File: src/rtl/plat_pkg.sv
// Purpose : shared constants, types and the respawn-X helper for the
//           platform field (producer side of the doodle-jump platform bus).
// Contents: screen geometry, layout/scroll constants, plat_state_t FSM
//           encoding, coord_t screen coordinate, rand_x() respawn position.
package plat_pkg;

  localparam int NUM_PLATS    = 16;
  localparam int SCREEN_H     = 480;
  localparam int SCREEN_Y_MAX = 479;
  localparam int SCROLL_LINE  = 200;
  localparam int MAX_SCROLL   = 8;
  localparam int SPACING      = 30;
  localparam int X_MIN        = 60;
  localparam int X_RANGE      = 440;
  localparam int PLAT_HALF    = 16;
  localparam int X_RESET      = 320;
  localparam int Y_FILL_BASE  = 465;

  typedef enum logic [1:0] {IDLE, FILL, RUN} plat_state_t;

  typedef logic [9:0] coord_t;

  // Folds a 9-bit pseudo-random value into [X_MIN, X_MIN+X_RANGE-1].
  // Mixing in idx*37 keeps slots that respawn in the same frame apart;
  // the product is deliberately truncated to 9 bits. A 9-bit value is
  // below 2*X_RANGE, so one conditional subtract always lands in range.
  function automatic coord_t rand_x(input logic [15:0] lfsr, input logic [3:0] idx);
    logic [8:0] idx9;
    logic [8:0] mix;
    logic [8:0] r;
    idx9 = {5'b0, idx};
    mix  = idx9 * 9'd37;
    r    = lfsr[8:0] ^ mix;
    if (r >= 9'(X_RANGE)) r = r - 9'(X_RANGE);
    return coord_t'(X_MIN) + {1'b0, r};
  endfunction

endpackage

File: src/rtl/plat_lfsr.sv
// Purpose : free-running 16-bit Fibonacci LFSR (taps 16,14,13,11) that
//           supplies the respawn X randomness; advances every frame.
// Ports   : frame_clk - frame-rate clock
//           Reset     - asynchronous, active-high; loads SEED
//           value     - current LFSR state
module plat_lfsr #(
  parameter logic [15:0] SEED = 16'hACE1
) (
  input  logic        frame_clk,
  input  logic        Reset,
  output logic [15:0] value
);

  always_ff @(posedge frame_clk or posedge Reset) begin
    if (Reset) value <= SEED;
    else       value <= {value[14:0], value[15] ^ value[13] ^ value[12] ^ value[10]};
  end

endmodule

File: src/rtl/platform_field.sv
// Purpose : builds a 16-platform layout on a loadplat rising edge (one slot
//           per frame), then scrolls all platforms down while the doodle
//           climbs above the scroll line, respawning platforms that leave
//           the bottom of the screen, and accumulates the height score.
// Ports   : frame_clk       - frame-rate clock (one tick per VSYNC)
//           Reset           - asynchronous, active-high
//           loadplat        - rebuild request level; rising edge acts
//           doodle_y        - doodle centre Y (screen pixels)
//           doodle_y_motion - doodle Y velocity, two's complement
//           plat_x/plat_y   - per-slot platform centre
//           plat_size       - platform half-width (constant)
//           plats_valid     - layout complete, collisions allowed
//           scroll_amt      - pixels scrolled in the last frame
//           score           - saturating sum of scrolled pixels
module platform_field
  import plat_pkg::*;
#(
  parameter logic [15:0] LFSR_SEED = 16'hACE1
) (
  input  logic                        frame_clk,
  input  logic                        Reset,
  input  logic                        loadplat,
  input  logic [9:0]                  doodle_y,
  input  logic [9:0]                  doodle_y_motion,
  output coord_t [NUM_PLATS-1:0]      plat_x,
  output coord_t [NUM_PLATS-1:0]      plat_y,
  output logic [8:0]                  plat_size,
  output logic                        plats_valid,
  output logic [9:0]                  scroll_amt,
  output logic [15:0]                 score
);

  plat_state_t state;
  logic [3:0]  idx;
  logic        load_prev;
  logic        load_edge;
  logic [15:0] lfsr;
  logic [9:0]  amt;
  logic [9:0]  gap;
  logic [16:0] score_sum;
  logic [15:0] score_next;
  coord_t      x_nxt [NUM_PLATS];
  coord_t      y_nxt [NUM_PLATS];

  // Only the sign of the velocity matters for scrolling.
  logic unused_motion;
  assign unused_motion = ^doodle_y_motion[8:0];

  assign plat_size = 9'(PLAT_HALF);
  assign load_edge = loadplat & ~load_prev;

  plat_lfsr #(.SEED(LFSR_SEED)) u_lfsr (
    .frame_clk (frame_clk),
    .Reset     (Reset),
    .value     (lfsr)
  );

  // Scroll only while the doodle is above the line and still rising,
  // by the distance past the line, capped per frame.
  always_comb begin
    amt = '0;
    gap = 10'(SCROLL_LINE) - doodle_y;
    if (doodle_y < 10'(SCROLL_LINE) && doodle_y_motion[9])
      amt = (gap > 10'(MAX_SCROLL)) ? 10'(MAX_SCROLL) : gap;
  end

  assign score_sum  = {1'b0, score} + {7'b0, amt};
  assign score_next = score_sum[16] ? 16'hFFFF : score_sum[15:0];

  // Per-slot next position: written when FILL reaches this slot, moved
  // (and possibly respawned) in RUN, otherwise held.
  for (genvar i = 0; i < NUM_PLATS; i++) begin : g_slot
    logic [10:0] y_sum;
    logic        fill_hit;
    logic        wrap;
    coord_t      x_rand;
    coord_t      fill_x;

    assign y_sum    = {1'b0, plat_y[i]} + {1'b0, amt};
    assign fill_hit = (state == FILL) && (idx == 4'(i));
    assign wrap     = (state == RUN) && (y_sum > 11'(SCREEN_Y_MAX));
    assign x_rand   = rand_x(lfsr, 4'(i));
    assign fill_x   = (i == 0) ? coord_t'(X_RESET) : x_rand;

    assign x_nxt[i] = fill_hit ? fill_x : (wrap ? x_rand : plat_x[i]);
    assign y_nxt[i] = fill_hit        ? coord_t'(Y_FILL_BASE - SPACING * i) :
                      wrap            ? coord_t'(y_sum - 11'(SCREEN_H)) :
                      (state == RUN)  ? y_sum[9:0] : plat_y[i];
  end

  // Layout FSM. A loadplat edge wins over everything else in its frame
  // and leaves positions untouched until FILL rewrites them.
  always_ff @(posedge frame_clk or posedge Reset) begin
    if (Reset) begin
      state       <= IDLE;
      idx         <= '0;
      load_prev   <= 1'b0;
      plats_valid <= 1'b0;
      scroll_amt  <= '0;
      score       <= '0;
      plat_x      <= {NUM_PLATS{coord_t'(X_RESET)}};
      plat_y      <= '0;
    end else begin
      load_prev <= loadplat;
      if (load_edge) begin
        state       <= FILL;
        idx         <= '0;
        score       <= '0;
        plats_valid <= 1'b0;
        scroll_amt  <= '0;
      end else begin
        case (state)
          FILL: begin
            for (int i = 0; i < NUM_PLATS; i++) begin
              plat_x[i] <= x_nxt[i];
              plat_y[i] <= y_nxt[i];
            end
            scroll_amt <= '0;
            idx        <= idx + 4'd1;
            if (idx == 4'(NUM_PLATS - 1)) begin
              state       <= RUN;
              plats_valid <= 1'b1;
            end
          end
          RUN: begin
            for (int i = 0; i < NUM_PLATS; i++) begin
              plat_x[i] <= x_nxt[i];
              plat_y[i] <= y_nxt[i];
            end
            scroll_amt <= amt;
            score      <= score_next;
          end
          default: ;
        endcase
      end
    end
  end

endmodule

File: config.mk
export PLATFORM = sky130hd
export DESIGN_NAME = platform_field
export DESIGN_NICKNAME = d
export VERILOG_FILES = /design/src/rtl/plat_pkg.sv /design/src/rtl/plat_lfsr.sv /design/src/rtl/platform_field.sv
export SDC_FILE = /design/constraint.sdc
export NUM_CORES = 1
export LEC_CHECK = 0
export CAP_MARGIN = 20
export CORE_MARGIN = 5
export CORE_UTILIZATION = 45
export DETAILED_ROUTE_END_ITERATION = 16
export DONT_BUFFER_PORTS = 1
export GPL_ROUTABILITY_DRIVEN = 0
export SYNTH_ARGS = -nofsm -noshare
export SYNTH_HDL_FRONTEND = slang
export SYNTH_HIERARCHICAL = 1
export SYNTH_SLANG_ARGS = --single-unit
File: constraint.sdc
create_clock -name frame_clk -period 38.1 [get_ports frame_clk]
set_clock_uncertainty 0.2 [all_clocks]
set_input_delay 11.43 -clock frame_clk [delete_from_list [all_inputs] [get_ports frame_clk]]
set_output_delay 11.43 -clock frame_clk [all_outputs]
set_load 0.01 [all_outputs]
Word-level counts from Yosys, hierarchy flattened
Index checks and enable logic that the tools add are counted.

Logic and storage cells: 393. Input port bits: 23. Bits in registers: 370.

Bitwise gates (word level): 21. Eq/ne operators: 17. Muxes and demuxes: 111. Order comparisons: 34. $add $sub $neg: 67. Reductions and logical operators: 104.

Operators by type and width (number): 2-to-1 mux 10 bit (83); adder 10 x 10 -> 11 bit (16); greater-than comparator 11 x 9 -> 1 bit (second input constant) (16); adder 6 x 9 -> 10 bit (first input constant) (16); subtractor 10 x 9 -> 10 bit (second input constant) (16); >= comparator 9 bit (second input constant) (16); 2-to-1 mux 9 bit (16); subtractor 9 bit (second input constant) (16); AND reduction 3 bit (32); nonzero test 3 bit (17); 2-to-1 mux 16 bit (3); nonzero test 2 bit (19); logical AND 1 bit (33); equality test 4 bit (second input constant) (8); inverter 6 bit (4); inverter 5 bit (4); one-hot mux 10 bit (2 select lines) (1); adder 16 x 10 -> 17 bit (1); equality test 4 x 3 -> 1 bit (second input constant) (4); inverter 3 bit (5); greater-than comparator 10 x 4 -> 1 bit (second input constant) (1); less-than comparator 10 x 8 -> 1 bit (second input constant) (1); subtractor 8 x 10 -> 10 bit (first input constant) (1); equality test 4 x 2 -> 1 bit (second input constant) (2); 15 further kinds (23).

Logic depth before layout (Yosys ltp)
Depth after elaboration: 9. Mapped depth: 25. Mapped depth without buffers: 24.

Modules after synthesis
Netlist, hierarchy kept.

By module, submodules not included: platform_field (area an instance 26917.1 µm², sequential area each 8873.5 µm², cells an instance 3017, instances 1); plat_lfsr (area an instance 440.4 µm², sequential area each 410.4 µm², cells an instance 20, instances 1).

Least setup slack after synthesis
Ideal clock, no wire load.

Path type: input to register. From: in doodle_y[1]. To: reg plat_x[40] (netlist bit). Data arrival time: 16.278 ns. Stages: 20. Setup time: 0.125 ns. Slack: 21.498 ns. Buffers on the path: 0. Data required time: 37.775 ns. Cells stage by stage: nor3_1 o21ai_0 xor2_1 a31oi_1 nand3b_1 a21oi_1 nand2_1 inv_1 fa_1 a211oi_2 o21ai_0 nand2_1 a21boi_0 ha_1 a21oi_1 a31o_2 nor2_1 nor2_2 a21oi_4 mux2_2.

Cells in the longest elaborated chain, start to end: 9. Elaborated cells between the ends (all ways): 11.

Ends and longest elaborated chain: start, declared (RTL line platform_field.sv:23) `input logic [9:0] doodle_y,`; subtractor 8 x 10 -> 10 bit (RTL line platform_field.sv:62) `gap = 10'(SCROLL_LINE) - doodle_y;`; greater-than comparator 10 x 4 -> 1 bit (RTL line platform_field.sv:64) `amt = (gap > 10'(MAX_SCROLL)) ? 10'(MAX_SCROLL) : gap;`; 2-to-1 mux 10 bit (RTL line platform_field.sv:64); 2-to-1 mux 10 bit (*) (RTL line platform_field.sv:63) `if (doodle_y < 10'(SCROLL_LINE) && doodle_y_motion[9])`; adder 10 x 10 -> 11 bit (*) (RTL line platform_field.sv:79) `assign y_sum = {1'b0, plat_y[i]} + {1'b0, amt};`; greater-than comparator 11 x 9 -> 1 bit (*) (RTL line platform_field.sv:81) `assign wrap = (state == RUN) && (y_sum > 11'(SCREEN_Y_MAX));`; logical AND 1 bit (*) (RTL line platform_field.sv:81); nonzero test 2 bit (no line) (*); AND reduction 3 bit (no line) (*); end signal, assigned (RTL line platform_field.sv:101) `plat_x <= {NUM_PLATS{coord_t'(X_RESET)}};`; end signal, assigned by index (RTL line platform_field.sv:115) `plat_x[i] <= x_nxt[i];`; end signal, assigned by index (RTL line platform_field.sv:127) `plat_x[i] <= x_nxt[i];`; end, declared (RTL line platform_field.sv:25) `output coord_t [NUM_PLATS-1:0] plat_x,`.

Mark *: on every way between the ends. The rest lies on a longest branch, timed or not. A chain may end at the register's enable or synchronous reset.

Final worst setup path
From: in doodle_y[1]. To: reg plat_x[51] (netlist bit).

The elaborated chain is that of the path after synthesis.

==> impl_metrics.py <==
metrics = {
    "outcome": {
        "status": "completed",
    },
    "clock_network": {
        "cts-root-buf": "clkbuf_16",
        "ctsResizeCount": 0,
        "h-tree-depth": 2,
        "clk_pin_slew_ns": 0.06,
        "cts_buffers": 43,
        "post_cts_buffers": 0,
        "ctsLongestPathBuffers": 3,
        "cts_hold_buf": 0,
        "tritoncts": "yes",
        "clk_latency_ns": 0.58,
        "cts_sinks": 369,
    },
    "synthesis": {
        "yosysSeqAreaShare_pct": 33.94,
        "synth_flop_cell": "dfrtp_1",
        "syn_inst": 3037,
        "async_reset_ff_share_pct": 100.0,
        "netlist_area_um2": 27360,
        "synth.avg_cell_area_um2": 9.008,
        "synthDistinctLibCells": 118,
        "synth_seq_cells": 369,
        "synth-edff-count": 0,
        "yosysWarnings": 6,
    },
    "hold_path": {
        "hold_class": "flip-flop to flip-flop",
    },
    "final_layout": {
        "finalNetCount": 3386,
        "diodes": 0,
        "syn2layout_area_growth_pct": 9.582,
        "drive_gt1_share_pct": 9.651,
    },
    "timing": {
        "maxSlewHeadroom_pct": 28.71,
        "fmax_mhz": 58.23,
        "hold_violations": 0,
        "setup_violations": 0,
        "fin_tns_setup_ns": 0,
        "post-route-min-period_ns": 17.17,
        "whs_ns": 0.1506,
        "worst_pin_slew_ns": 1.069,
        "fin_crit_sh_pct": 45.08,
        "slew_violations": 0,
        "rsz0062_at_grt": "false",
    },
    "critical_path": {
        "crit_path_max_fanout": 18,
        "required_ns": 38.37,
        "start_kind": "input pin",
        "end_kind": "flip-flop",
        "worst_ep_arrival_time_ns": 17.44,
        "critical_path_class": "input pin to flip-flop",
    },
    "power_and_ir_drop": {
        "powerDensity_nw_per_um2": 65.51,
        "ir_drop_mv": 0.03368,
        "p_total_mw": 1.964,
        "p_leak_nw": 13.49,
    },
    "floorplanning": {
        "io_pins": 379,
        "rows": 90,
        "initial_core_util_pct": 45.41,
        "core_area_um2": 60250,
        "die_area_um2": 65830,
        "die_y_um": 256.6,
        "die_w_um": 256.6,
    },
    "global_route": {
        "antenna_found_initial": 0,
        "grtUsageMet1_pct": 30.60,
        "grt_use_met2_pct": 41.79,
        "grt_pass1_vias": 23010,
        "grt_use_met3_pct": 7.074,
        "grt_start_max_net_pins": 144,
        "grt-busiest-layer": "met2",
        "grt.overflow.total": 0,
        "grt_usage_pct": 25.02,
        "grt_pass1_wl_um": 133200,
    },
    "placed_design": {
        "dpl.hpwl_um": 64160,
        "port_buffers": 0,
    },
    "detailed_routing": {
        "vias_per_cell": 6.015,
        "drt_pass1_iterations": 6,
        "final_antenna_net_count": 0,
        "vias": 23650,
        "drc_errors": 0,
        "drtIter0Drc": 1586,
        "drt-wirelength-per-cell_um": 22.06,
        "wl_um": 86720,
    },
    "run": {
        "maxCapViolations": 0,
    },
}
## per-stage QoR
step,setup slack (ns),cell area [µm²],std cells,util [%]
floorplan,16.73,27770,3146,-
CTS,21.09,29980,3932,49.76
detailed placement,20.47,28520,3853,47.34
global route,20.72,29980,3932,49.76
finish,20.93,29980,3932,49.76
global placement,20.58,28520,3853,47.34
## worst paths after layout
path / slack, ns / cells past startpoint / from / to
setup / recovery: 20.93 / 21 / doodle_y[1] / plat_x[51]$_DFFE_PP0P_
hold / removal: 0.15 / 0 / u_lfsr/value[9]$_DFF_PP0_ / u_lfsr/value[10]$_DFF_PP1_
setup reg to reg: 33.58 / 12 / plat_y[50]$_DFFE_PP0P_ / plat_x[51]$_DFFE_PP0P_
hold reg to reg: 0.15 / 0 / u_lfsr/value[9]$_DFF_PP0_ / u_lfsr/value[10]$_DFF_PP1_
max in group asynchronous: 25.71 / 2 / Reset / plat_y[42]$_DFFE_PP0P_
min in group asynchronous: 10.61 / 1 / Reset / u_lfsr/value[4]$_DFF_PP0_
## cell type report
cell class	count	area, µm²
well taps	782	978.4
clock inverters	20	241.5
multi-input cells	2563	17600
inverters	109	416.7
fillers	5572	30270
flip-flops and latches	369	9285
repair buffers	30	237.7
clock buffers	59	1217
## synth_stat cells, types with 33 or more instances
cell | count | area share [%]
nand2_1 | 309 | 4.2
a31oi_1 | 60 | 1.4
and2_1 | 36 | 0.82
nor3_1 | 59 | 1.1
dfstp_2 | 40 | 3.8
mux2i_1 | 42 | 1.5
xor2_1 | 65 | 2.1
xnor2_1 | 163 | 5.2
clkbuf_1 | 64 | 0.88
a21o_1 | 50 | 1.4
a22o_1 | 33 | 1.1
mux2_2 | 51 | 2.1
nand3_1 | 83 | 1.5
nor2b_1 | 38 | 0.87
dfrtp_1 | 329 | 30
inv_1 | 103 | 1.4
a21oi_1 | 187 | 3.4
nor2_1 | 247 | 3.4
o21a_1 | 33 | 0.91
and3_1 | 38 | 0.87
ha_1 | 230 | 11
o21ai_0 | 254 | 4.6
## sequential cells by signal, indices dropped and copies added, names as in the netlist
name          flops
load_prev         1
score            16
idx               4
scroll_amt       10
plat_x          160
u_lfsr/value     16
plats_valid       1
plat_y          160
state             1
## kinds of logic (layout without fill, tap and decap cells)
logic type / Yosys count / in the layout / synth area share [%]
XOR/XNOR: 231 / 231 / 7.478
flip-flops: 369 / 369 / 33.94
buffers and inverters: 214 / 218 / 3.316
adder cells (fa/ha/maj): 247 / 247 / 11.76
other: 2 / 111 / 0.02745
AO/OA/AOI/OAI: 906 / 906 / 22.19
AND/OR/NAND/NOR: 956 / 956 / 16.70
multiplexers: 112 / 112 / 4.596
## critical path: stages
cell      delay, ns
nor3_1         0.43
o21ai_0        0.18
xor2_1         0.17
a31oi_1        0.26
nand3b_1       0.15
a21oi_1        0.06
nand2_1        0.09
buf_4          0.40
inv_1          0.36
buf_4          0.38
fa_1           0.47
a211oi_1       0.39
o21bai_1       0.12
a21oi_1        0.18
xor2_1         0.27
inv_1          0.12
ha_1           0.25
a41oi_1        0.22
o311ai_2       0.19
o21ai_2        0.85
mux2_2         0.41
## cells in the final DEF (no fill, tap or decap), drive strengths merged, types with 14 or more instances in the layout
| cell | instances |
|---|---|
| nor3b | 17 |
| dfrtp | 329 |
| clkbuf | 59 |
| xnor2 | 164 |
| a211oi | 34 |
| ha | 230 |
| dfstp | 40 |
| xor2 | 67 |
| fa | 17 |
| o21ai | 278 |
| o21a | 34 |
| nand2b | 29 |
| conb | 111 |
| inv | 109 |
| a31oi | 62 |
| and3 | 40 |
| a21oi | 199 |
| buf | 30 |
| nand2 | 310 |
| nand4 | 21 |
| o31ai | 32 |
| a21o | 50 |
| and2 | 36 |
| mux2 | 70 |
| a22o | 33 |
| nor2 | 252 |
| nand3 | 84 |
| o22a | 17 |
| or3 | 15 |
| nor2b | 40 |
| nor3 | 62 |
| mux2i | 42 |
| or2 | 14 |
| o211ai | 17 |
## power breakdown
part	leakage (nW)	switching (mW)	total [mW]	internal [mW]
Sequential	4.62	0.179	0.679	0.500
Combinational	8.17	0.509	0.853	0.344
Clock	0.698	0.179	0.432	0.253
## per-layer routing
layer / vias up / part of all wire, %
met2: 927 / 47
met4: 0 / 4.5
met5: - / 0
met1: 11440 / 41
li1: 11090 / -
met3: 195 / 8.1
No activity file was read; power rests on OpenSTA's default activity.
